## config.mk

```make
export PLATFORM = sky130hd
export DESIGN_NAME = quad_step_decoder
export DESIGN_NICKNAME = d
export VERILOG_FILES = /design/src/rtl/quad_pkg.sv /design/src/rtl/quad_filter.sv /design/src/rtl/quad_step_decoder.sv
export SDC_FILE = /design/constraint.sdc
export NUM_CORES = 1
export LEC_CHECK = 0
export CAP_MARGIN = 20
export CORE_MARGIN = 5
export CORE_UTILIZATION = 60
export DETAILED_ROUTE_END_ITERATION = 10
export DONT_BUFFER_PORTS = 1
export HOLD_SLACK_MARGIN = 0.1
export PLACE_DENSITY = 0.76
export RECOVER_POWER = 50
export SLEW_MARGIN = 0
export SYNTH_ARGS = -nofsm -noshare
export SYNTH_HDL_FRONTEND = slang
export SYNTH_HIERARCHICAL = 1
export SYNTH_SLANG_ARGS = --single-unit
```

## constraint.sdc

```tcl
create_clock -name clk -period 2.2 [get_ports clk]
set_clock_uncertainty 0.1 [all_clocks]
set_input_delay 0.44 -clock clk [delete_from_list [all_inputs] [get_ports clk]]
set_output_delay 0.44 -clock clk [all_outputs]
set_load 0.05 [all_outputs]
```

## src/rtl/quad_pkg.sv

```systemverilog
// Shared constants and the Gray-code transition classifier for the quadrature step decoder.
package quad_pkg;

    localparam logic [1:0] S00 = 2'b00;
    localparam logic [1:0] S01 = 2'b01;
    localparam logic [1:0] S11 = 2'b11;
    localparam logic [1:0] S10 = 2'b10;

    localparam logic DIR_FWD = 1'b0;
    localparam logic DIR_REV = 1'b1;

    // Filter and priming counters; wide enough for FILT_LEN up to 15.
    localparam int CNT_W = 4;

    typedef enum logic [1:0] {
        MV_NONE,
        MV_FWD,
        MV_REV,
        MV_ILL
    } move_e;

    function automatic logic [1:0] fwd_next(input logic [1:0] s);
        case (s)
            S00:     fwd_next = S01;
            S01:     fwd_next = S11;
            S11:     fwd_next = S10;
            default: fwd_next = S00;
        endcase
    endfunction

    // A single-bit change that is not the forward neighbour must be the reverse one.
    function automatic move_e classify(input logic [1:0] old_s, input logic [1:0] new_s);
        if (old_s == new_s)
            classify = MV_NONE;
        else if ((old_s ^ new_s) == 2'b11)
            classify = MV_ILL;
        else if (fwd_next(old_s) == new_s)
            classify = MV_FWD;
        else
            classify = MV_REV;
    endfunction

endpackage

```

## src/rtl/quad_filter.sv

```systemverilog
// One quadrature channel: 2-flop synchronizer followed by a stability counter that
// only lets the filtered value follow after FILT_LEN consecutive differing samples.
module quad_filter
    import quad_pkg::*;
#(
    parameter int FILT_LEN = 3
) (
    input  logic clk,
    input  logic rst,
    input  logic raw,
    output logic filt,
    output logic stable
);

    logic [1:0]       sync;
    logic [CNT_W-1:0] cnt;

    // The load happens on the cycle the count would reach FILT_LEN, so the
    // filtered value moves exactly FILT_LEN cycles after the synced edge.
    always_ff @(posedge clk or negedge rst) begin
        if (!rst) begin
            sync <= '0;
            filt <= 1'b0;
            cnt  <= '0;
        end else begin
            sync <= {sync[0], raw};
            if (sync[1] == filt) begin
                cnt <= '0;
            end else if (cnt == CNT_W'(FILT_LEN - 1)) begin
                filt <= sync[1];
                cnt  <= '0;
            end else begin
                cnt <= cnt + 1'b1;
            end
        end
    end

    // Whole chain agrees: nothing in flight that could still move filt.
    assign stable = (sync[1] == filt) && (sync[0] == sync[1]);

endmodule

```

## src/rtl/quad_step_decoder.sv

```systemverilog
// Quadrature A/B decoder: filtered channels, priming after reset, step/dir/err pulses.
// Define QUAD_ERR_CNT_EN to add err_clr/err_cnt (saturating illegal-transition count).
module quad_step_decoder
    import quad_pkg::*;
#(
    parameter int FILT_LEN = 3,
    parameter int ERR_W    = 8
) (
    input  logic             clk,
    input  logic             rst,
    input  logic             en,
    input  logic             a_in,
    input  logic             b_in,
    output logic             step_en,
    output logic             step_dir,
    output logic             err,
    output logic [1:0]       ab_state
`ifdef QUAD_ERR_CNT_EN
    ,
    input  logic             err_clr,
    output logic [ERR_W-1:0] err_cnt
`endif
);

    logic [1:0]       raw;
    logic [1:0]       filt_ab;
    logic [1:0]       stable;
    logic [CNT_W-1:0] prime_cnt;
    logic             primed;

    assign raw = {a_in, b_in};

    for (genvar ch = 0; ch < 2; ch++) begin : g_ch
        quad_filter #(.FILT_LEN(FILT_LEN)) u_filt (
            .clk    (clk),
            .rst    (rst),
            .raw    (raw[ch]),
            .filt   (filt_ab[ch]),
            .stable (stable[ch])
        );
    end

    // Until primed, ab_state waits for both channels to settle and then adopts
    // the pin levels silently, so non-00 pins out of reset never look illegal.
    always_ff @(posedge clk or negedge rst) begin
        if (!rst) begin
            prime_cnt <= '0;
            primed    <= 1'b0;
            ab_state  <= S00;
            step_en   <= 1'b0;
            step_dir  <= DIR_FWD;
            err       <= 1'b0;
        end else begin
            step_en <= 1'b0;
            err     <= 1'b0;
            if (!primed) begin
                if (!(&stable)) begin
                    prime_cnt <= '0;
                end else if (prime_cnt == CNT_W'(FILT_LEN - 1)) begin
                    primed    <= 1'b1;
                    ab_state  <= filt_ab;
                    prime_cnt <= '0;
                end else begin
                    prime_cnt <= prime_cnt + 1'b1;
                end
            end else begin
                ab_state <= filt_ab;
                case (classify(ab_state, filt_ab))
                    MV_FWD: begin
                        step_en  <= en;
                        step_dir <= DIR_FWD;
                    end
                    MV_REV: begin
                        step_en  <= en;
                        step_dir <= DIR_REV;
                    end
                    MV_ILL:  err <= 1'b1;
                    default: ;
                endcase
            end
        end
    end

`ifdef QUAD_ERR_CNT_EN
    always_ff @(posedge clk or negedge rst) begin
        if (!rst)
            err_cnt <= '0;
        else if (err_clr)
            err_cnt <= '0;
        else if (err && (err_cnt != '1))
            err_cnt <= err_cnt + 1'b1;
    end
`endif

endmodule
```

# == Word level (Yosys, flattened, before mapping) ==
# Cells that the tools add are included.
# op_classes
eq_ne,15
n_addsub,3
bitwise_logic,3
muxes,25
reduce_logical,12
# ops
operator,n
$mux W4,6
$mux W2,10
$add A4 B1 Y4 const B,3
$eq A4 B2 Y1 const B,3
$reduce_and A2 Y1,5
$eq A2 B2 Y1 const B,4
$mux W1,7
$pmux W2 S3,1
$reduce_bool A2 Y1,3
$eq A1 B1 Y1,4
$eq A2 B1 Y1 const B,2
$eq A2 B2 Y1,2
$logic_and A1 B1 Y1,2
$logic_not A2 Y1,1
$not A1 Y1,2
$pmux W1 S2,1
$reduce_or A2 Y1,1
$xor A2 B2 Y2,1
# totals
output_inout_bits,5
inputBits,5
ff_bits,24
word_cells,70

# == Longest topological paths before layout ==
# Gate-level depths: netlist (run 1).
# logic_depth
depth_word,14
depth_mapped,5
depth_no_buf,5

# == By module ==
# Netlist (run 1), hierarchy kept.
# modules_own_cells
mod,area_per_inst_um2,n_inst,seq_area_each_um2,cells_per_inst
quad_step_decoder,513.0,1,250.2,47
quad_filter (g_ch[0].u_filt),291.5,1,175.2,25
quad_filter (g_ch[1].u_filt),290.3,1,175.2,24

# == Worst setup path before layout (run 1) ==
# No wires, ideal clock.
# synth_timing
path_kind,reg-to-reg
from,register g_ch[0].u_filt.filt
to,register prime_cnt[3]
path_buffers,0
synth_period_minus_slack_ns,1.665
arrival_ns,1.482
setup_slack_ns,0.535
t_required_ns,2.017
path_stages_with_launch,6
setup_ns,0.083
cell_sequence,dfrtp_1 or3_1 nand2_1 nand2_1 or4_1 o21ai_0
# synth_between
elab_chain_len,4
# synth_lines
element,line,text
from (decl),quad_filter.sv:11,"output logic filt,"
from (signal assigned),quad_filter.sv:30,filt <= sync[1];
$eq A1 B1 Y1,quad_filter.sv:39,assign stable = (sync[1] == filt) && (sync[0] == sync[1]);
$logic_and A1 B1 Y1,quad_filter.sv:39,
net stable[0],quad_step_decoder.sv:27,logic [1:0] stable;
$reduce_and A2 Y1,quad_step_decoder.sv:57,if (!(&stable)) begin
$mux W4,quad_step_decoder.sv:57,
to (signal assigned),quad_step_decoder.sv:64,prime_cnt <= prime_cnt + 1'b1;
to (decl),quad_step_decoder.sv:28,logic [CNT_W-1:0] prime_cnt;
# The timed path passes the listed nets, and every way through them passes these cells.
# A chain may end at the register's enable or synchronous reset.

# == Worst setup path in the final report (run 1) ==
# layout_timing
from,register g_ch[0].u_filt.filt
to,register prime_cnt[2]
# The elaborated chain is that of the path after synthesis.

==> results of run 1 <==
[layout make-up]
cell class / instances / area [um^2] / share of cell area
flip-flops and latches: 24 / 600.6 / 0.4938
multi-input cells: 65 / 460.4 / 0.3786
repair buffers: 6 / 48.80 / 0.04012
well taps: 25 / 31.28 / 0.02572
clock inverters: 1 / 30.03 / 0.02469
clock buffers: 3 / 22.52 / 0.01852
inverters: 6 / 22.52 / 0.01852
[worst max-delay path, delay by kind of cell, from the launching register on]
family	cells	cell delay, ps
and+or+nand+nor	4	990
DFF	1	490
AOI/OAI and AO/OA	1	150
[cells by family after synthesis]
logic type / count (synthesis) / share of synthesized area
mux: 5 / 0.05142
flops: 24 / 0.5486
buf+inv: 7 / 0.03085
compound gates: 11 / 0.06630
fa+ha+maj: 6 / 0.06857
xor+xnor: 10 / 0.08000
simple gates: 33 / 0.1543
[sequential cells by signal (all words and copies together) (netlist names)]
register,count
g_ch.u_filt/sync,4
err,1
step_en,1
step_dir,1
g_ch.u_filt/cnt,8
primed,1
g_ch.u_filt/filt,2
ab_state,2
prime_cnt,4
[routing by layer]
| metal | up-vias | part of all wire | wire [um] |
|---|---|---|---|
| li1 | 342 | - | - |
| met2 | 8 | 0.49 | 775 |
| met4 | 0 | 0 | 0 |
| met1 | 330 | 0.47 | 744 |
| met5 | - | 0 | 0 |
| met3 | 0 | 0.037 | 58 |
[per-stage QoR]
stage / power [uW] / area, um^2
6_report: 1334 / 1216
5_1_grt: 1435 / 1216
4_1_cts: 1356 / 1212
3_5_place_dp: 1030 / 1130
3_3_place_gp: 1002 / 1130
2_1_floorplan: 939.6 / 1095
[synthesized netlist by cell type]
master and count:
or4_1 1, dfrtp_1 24, o41ai_1 1, and3_1 1
xnor2_1 4, ha_1 6, o21ai_1 2, inv_1 6
a211oi_1 1, buf_6 1, or3_1 3, nand3_1 5
nor2_1 10, xor2_1 6, o21ai_0 2, a31oi_1 2
and2_1 1, mux2_2 5, nor4b_2 1, o2bb2ai_1 1
nand2_1 9, a21o_1 1, nor3b_2 1, o21bai_1 1
nand2b_1 1
[power by group]
group / switching [uW] / internal, uW / leakage [uW]
Combinational: 196 / 173 / 0.000237
Clock: 124 / 184 / 0.0000279
Sequential: 136 / 522 / 0.000316
Total: 456 / 878 / 0.000582
[worst paths after layout]
check | from | endpoint | slack (ps) | cells after the start
hold / removal | en | step_en$_DFF_PN0_ | 200 | 1
setup / recovery | g_ch[0].u_filt/filt$_DFFE_PN0P_ | prime_cnt[2]$_DFFE_PN0N_ | 380 | 5
max in group asynchronous | rst | g_ch[0].u_filt/sync[1]$_DFF_PN0_ | 500 | 2
setup reg to reg | g_ch[0].u_filt/filt$_DFFE_PN0P_ | prime_cnt[2]$_DFFE_PN0N_ | 380 | 5
hold reg to reg | g_ch[0].u_filt/sync[0]$_DFF_PN0_ | g_ch[0].u_filt/sync[1]$_DFF_PN0_ | 320 | 0
min in group asynchronous | rst | prime_cnt[0]$_DFFE_PN0N_ | 370 | 1
==> metrics.md, run 1 <==
| Metric | Value |
|---|---|
| Status | `completed` |
| Flops & latches, synth | `24` |
| Total CTS buffers | `3` |
| Pin count of the biggest net entering global routing | `25` |
| Number of antenna diodes | `0` |
| CP endpoint kind | `register` |
| Final core occ | `0.7043` |
| Number of cells after detailed placement | `122` |
| Crit-path slowest cell | `dfrtp_1` |
| Hold Crit Class | `in2reg` |
| Yosys Warn Count | `6` |
| Final nets | `117` |
| Postcts setup bufs | `0` |
| Mapped Avg Cell Area | `11.40 um^2` |
| # setup viols final | `0` |
| Gate Count Post-Synth | `96` |
| Critical path type | `reg2reg` |
| Initial Utilization | `0.6341` |
| Standard-cell rows | `15` |
| Pre-CTS setup slack | `422.7 ps` |
| # fillers | `136` |
| HPWL Detailed | `1192 um` |
| Routed WL per cell | `12.14 um` |
| Net Count, Synth | `107` |
| CTS sink count | `24` |
| Initial antenna violation count | `0` |
| Post_cts resized | `0` |
| Reg clk slew, reported paths | `130 ps` |
| Critical-path maximum fanout | `7` |
| Worst Path Arrival | `1950 ps` |
| Worst vdd ir | `0.7965 mV` |
| PortBufs | `0` |
| Gr busiest metal | `met2` |
| Die Wd | `52.72 um` |
| Final cell count without fillers | `130` |
| Max transition margin | `0.3920` |
| Hold_buf cts | `3` |
| RSZ-0062 raised after global routing | `false` |
| Layout area overhead | `11.09%` |
| CTS tree | `built` |
| Commonest non-fill, non-tap cell in the layout | `dfrtp_1` |
| Maximum clock rate | `0.5494 GHz` |
| Post-Route Setup TNS | `0 ps` |
| Met2 Use GR | `0.2500` |
| CP peak stage delay | `490 ps` |
| GRT overflow | `0` |
| Antenna Nets Post-Route | `0` |
| Cell accounting for the most synthesized area | `dfrtp_1` |
| Fin. Hold Viols | `0` |
| CP Launch Type | `register` |
| CTS root buffer | `clkbuf_4` |
| Max-cap violation count | `0` |
| Cell chain of the critical path | `or3_1 -> nand2_1 -> nand2_1 -> or3_1 -> o2bb2ai_1` |
| Worst-Skew Late Latency | `310 ps` |
| Final Worst Setup Slack | `379.9 ps` |
| Vias in the first global route | `695` |
| Post-synth cell types | `25` |
| First-pass DRT Iterations | `2` |
| Share of layout cells above drive strength 1 | `0.1238` |
| Drt initial violations | `3` |
| Vias per cell | `5.231` |
| Yosys top cell area share | `0.5486` |
| Total track usage | `0.1411` |
| Final wirelength | `1578 um` |
| Met3 GRT Util | `0.02849` |
| RePlAce Congestion | `0.7559` |
| Clk buf depth | `2` |
| First-pass GRT wire length | `2849 um` |
| Post-synthesis sequential area ratio | `0.5486` |
| Fin crit share | `0.8273` |
| Die H | `52.72 um` |
| Worst path required time | `2330 ps` |
| GR Util met1 | `0.1667` |
| Synthesized area | `1095 um^2` |
| DR vias | `680` |
| I/O pin count | `10` |
| Pleak | `0.0005818 uW` |
| DIE AREA | `2779 um^2` |
| Minimum clock period | `1820 ps` |
| # DRC | `0` |
| Max H-tree Level | `1` |
| Synth area leaders | `dfrtp_1 55%, ha_1 6.9%, mux2_2 5.1%` |
| Commonest non-fill, non-tap cells in the layout | `24 x dfrtp_1, 10 x nor2_1, 9 x nand2_1` |
| Hold slack | `196.4 ps` |
| Total core area | `1727 um^2` |
| Slew @ Worst Pin | `912.0 ps` |
| Pwr Density | `1097 nW/um^2` |
| Final Max Tran Viols | `0` |
Note: power is estimated with default switching activity, not from simulation.
==> inputs of run 2 (changes only) <==
ABC_AREA = 1   (was unset)
CORE_ASPECT_RATIO = 0.7   (was unset)
CORE_UTILIZATION = 55   (was 60)
PLACE_DENSITY = 0.73   (was 0.76)
clock period = 1.5 ns   (was 2.2 ns; I/O delays follow)
==> run 2 against run 1 <==
Effect of this change:
- global-route usage up 0.19 points
- critical endpoint is now step_dir$_DFFE_PN0P_
- hold slack improved by 19 ps
- sequential cell count stayed put
- synthesized cell count increased by 54%
- sequential share of layout area decreased by 5.5 points
- final area increased by 13%
- highest routed layer is now met4
- largest cell class unchanged
- count of clock-buffer cells in the layout stayed put
- area after synthesis increased by 9.0%
- utilization fell by 4.8 points
- power up 56%
==> metrics.md, run 2 <==
| Metric | Value |
|---|---|
| PortBufs | `0` |
| Worst vdd ir | `1.055 mV` |
| Worst-Skew Late Latency | `310 ps` |
| HPWL Detailed | `1503 um` |
| CP endpoint kind | `register` |
| Critical-path maximum fanout | `7` |
| Yosys Warn Count | `6` |
| Synth area leaders | `dfrtp_1 50%, nand2_1 15%, inv_1 6.9%` |
| Final core occ | `0.6560` |
| Total track usage | `0.1430` |
| Hold Crit Class | `in2async` |
| Total core area | `2102 um^2` |
| Most frequent CP cell | `nand2_1` |
| RePlAce Congestion | `0.8498` |
| Dpl cell area | `1256 um^2` |
| Total CTS buffers | `3` |
| Worst reg2reg startpoint | `g_ch[0].u_filt/filt$_DFFE_PN0P_` |
| Clk buf depth | `2` |
| Maximum clock rate | `0.6707 GHz` |
| First-pass GRT wire length | `3608 um` |
| Final Max Tran Viols | `0` |
| Cell chain of the critical path | `xnor2_2 -> inv_2 -> ha_4 -> nand2_4 -> nor3_2 -> nand2_1 -> nand2_1` |
| Critical path type | `reg2reg` |
| Ys async rst share | `1.000` |
| Status | `completed` |
| Max FFs per register | `8` |
| GRT overflow | `0` |
| Yosys top cell area share | `0.5031` |
| # fillers | `173` |
| Worst Path Arrival | `1650 ps` |
| Pwr Density | `1507 nW/um^2` |
| CTS sink count | `24` |
| Slew @ Worst Pin | `490.2 ps` |
| Count leader, synth | `nand2_1` |
| CP Launch Type | `register` |
| Biggest regs | `g_ch.u_filt/cnt (8), g_ch.u_filt/sync (4), prime_cnt (4)` |
| Antenna Nets Post-Route | `0` |
| Commonest non-fill, non-tap cell in the layout | `nand2_1` |
| Vias per cell | `4.951` |
| FF-to-FF path depth | `7` |
| DIE AREA | `3217 um^2` |
| Layout area overhead | `15.51%` |
| R2r setup slk | `9 ps` |
| Standard-cell rows | `14` |
| # DRC | `0` |
| Gate Count Post-Synth | `148` |
| Max transition margin | `0.6732` |
| Initial antenna violation count | `0` |
| Flops & latches, synth | `24` |
| Top FF cell, synth | `dfrtp_1` |
| Crit-path slowest cell | `dfrtp_2` |
| RSZ-0062 raised after global routing | `true` |
| Largest Register | `g_ch.u_filt/cnt` |
| Final Worst Setup Slack | `8.909 ps` |
| Initial Utilization | `0.5679` |
| Pin count of the biggest net entering global routing | `25` |
| Cell accounting for the most synthesized area | `dfrtp_1` |
| Max H-tree Level | `1` |
| Share of layout cells above drive strength 1 | `0.1875` |
| Worst path required time | `1660 ps` |
| Number of cells after detailed placement | `175` |
| Minimum clock period | `1491 ps` |
| CTS tree | `built` |
| First-pass DRT Iterations | `4` |
| Pleak | `0.0007543 uW` |
| Reg clk slew, reported paths | `120 ps` |
| Vias in the first global route | `871` |
| Post-synth EDFFs | `0` |
| Die Wd | `65.68 um` |
| RR Endpoint | `step_dir$_DFFE_PN0P_` |
| Max-cap violation count | `0` |
| Pre-CTS setup slack | `-9.399 ps` |
| Fin crit share | `0.9941` |
| Final wirelength | `2211 um` |
| CTS root buffer | `clkbuf_4` |
| Mapped Avg Cell Area | `8.065 um^2` |
| Post-Route Setup TNS | `0 ps` |
| Post-synthesis sequential area ratio | `0.5031` |
| Final nets | `173` |
| # setup viols final | `0` |
| Most frequent cells after synthesis | `48 x nand2_1, 24 x dfrtp_1, 22 x inv_1` |
| Routed WL per cell | `12.02 um` |
| Drt initial violations | `54` |
| Post-synth cell types | `16` |
| Commonest non-fill, non-tap cells in the layout | `46 x nand2_1, 21 x inv_1, 20 x dfrtp_1, 14 x nor2_1, 10 x nand3_1` |
| Number of antenna diodes | `0` |
| DR vias | `911` |
| Synthesized area | `1194 um^2` |
| I/O pin count | `10` |
| Net Count, Synth | `159` |
| Fin. Hold Viols | `0` |
| Die H | `48.98 um` |
| CP peak stage delay | `500 ps` |
| Final cell count without fillers | `184` |
| Post-route cell area | `1379 um^2` |
==> run 2: cell types whose count changed in the layout (fill, tap and decap cells not counted), moves of 4 or more <==
cell,before,now
nor2_1,10,14
nand4_1,0,4
dfrtp_1,24,20
xor2_1,6,0
nor2_2,0,5
inv_1,6,21
dfrtp_2,0,4
nand2_1,9,46
nand3_1,5,10
mux2_2,5,0
==> run 2: worst max-delay path by stage <==
stage / from / end / slack (ps) / depth (start not counted)
floorplan: ab_state[0]$_DFFE_PN0P_ / step_dir$_DFFE_PN0P_ / 4 / 7
global placement: g_ch[0].u_filt/filt$_DFFE_PN0P_ / ab_state[1]$_DFFE_PN0P_ / 20 / 8
detailed placement: g_ch[0].u_filt/filt$_DFFE_PN0P_ / ab_state[1]$_DFFE_PN0P_ / -9 / 8
CTS: rst / ab_state[1]$_DFFE_PN0P_ / 0.2 / 1
global route: g_ch[0].u_filt/filt$_DFFE_PN0P_ / step_dir$_DFFE_PN0P_ / -40 / 7
finish: g_ch[0].u_filt/filt$_DFFE_PN0P_ / step_dir$_DFFE_PN0P_ / 9 / 7
==> run 2: layout make-up <==
type,count,area [um^2],share of cell area
Clock buffer,3,22.52,0.01633
Inverter,23,86.33,0.06261
Multi-Input combinational cell,101,559.3,0.4056
Sequential cell,24,605.6,0.4392
Tap cell,24,30.03,0.02178
Timing Repair Buffer,9,75.07,0.05445
==> run 2: repair_timing <==
| item | 4_1_cts | 5_1_grt |
|---|---|---|
| pin swaps | 0 | 6 |
| endpoints found under the hold margin | 27 | 0 |
| setup buffers | 0 | 1 |
| resized for setup | 3 | 10 |
| setup endpoints to repair | 4 | 6 |
| hold buffers | 4 | 0 |
==> run 2: kinds of logic after synthesis <==
kind of cell,Yosys count,share of synthesized area
simple gates,88,0.3228
flops,24,0.5031
fa+ha+maj,6,0.06289
compound gates,4,0.01676
xor+xnor,3,0.02202
buf+inv,23,0.07232
==> run 2: report_power, final <==
part / internal [uW] / total, uW / leakage (uW) / switching (uW)
clock network: 93.9 / 274 / 0.0000138 / 180
registers: 776 / 1000 / 0.000311 / 227
logic: 344 / 800 / 0.000429 / 456
==> run 2: through the flow <==
step | total power (uW) | hold slack [ps]
2_1_floorplan | 1453 | -95.59
3_3_place_gp | 1581 | -94.97
3_5_place_dp | 1621 | -94.93
4_1_cts | 1938 | 327.1
5_1_grt | 2240 | 223.8
6_report | 2077 | 215.9
==> run 2: routing by layer <==
metal | GRT usage | routed length [um] | up-vias
li1 | - | - | 483
met1 | 0.1713 | 1038 | 411
met2 | 0.2363 | 1044 | 15
met3 | 0.06221 | 114 | 2
met4 | 0.03103 | 13 | 0
met5 | 0 | 0 | -
==> run 2: worst max-delay path, delay by kind of cell (launching register included) <==
family / cells / cell delay (ps)
buffers and inverters: 1 / 70
adders and majority gates: 1 / 270
DFF: 1 / 500
and+or+nand+nor: 4 / 270
xor gates and xnor gates: 1 / 220
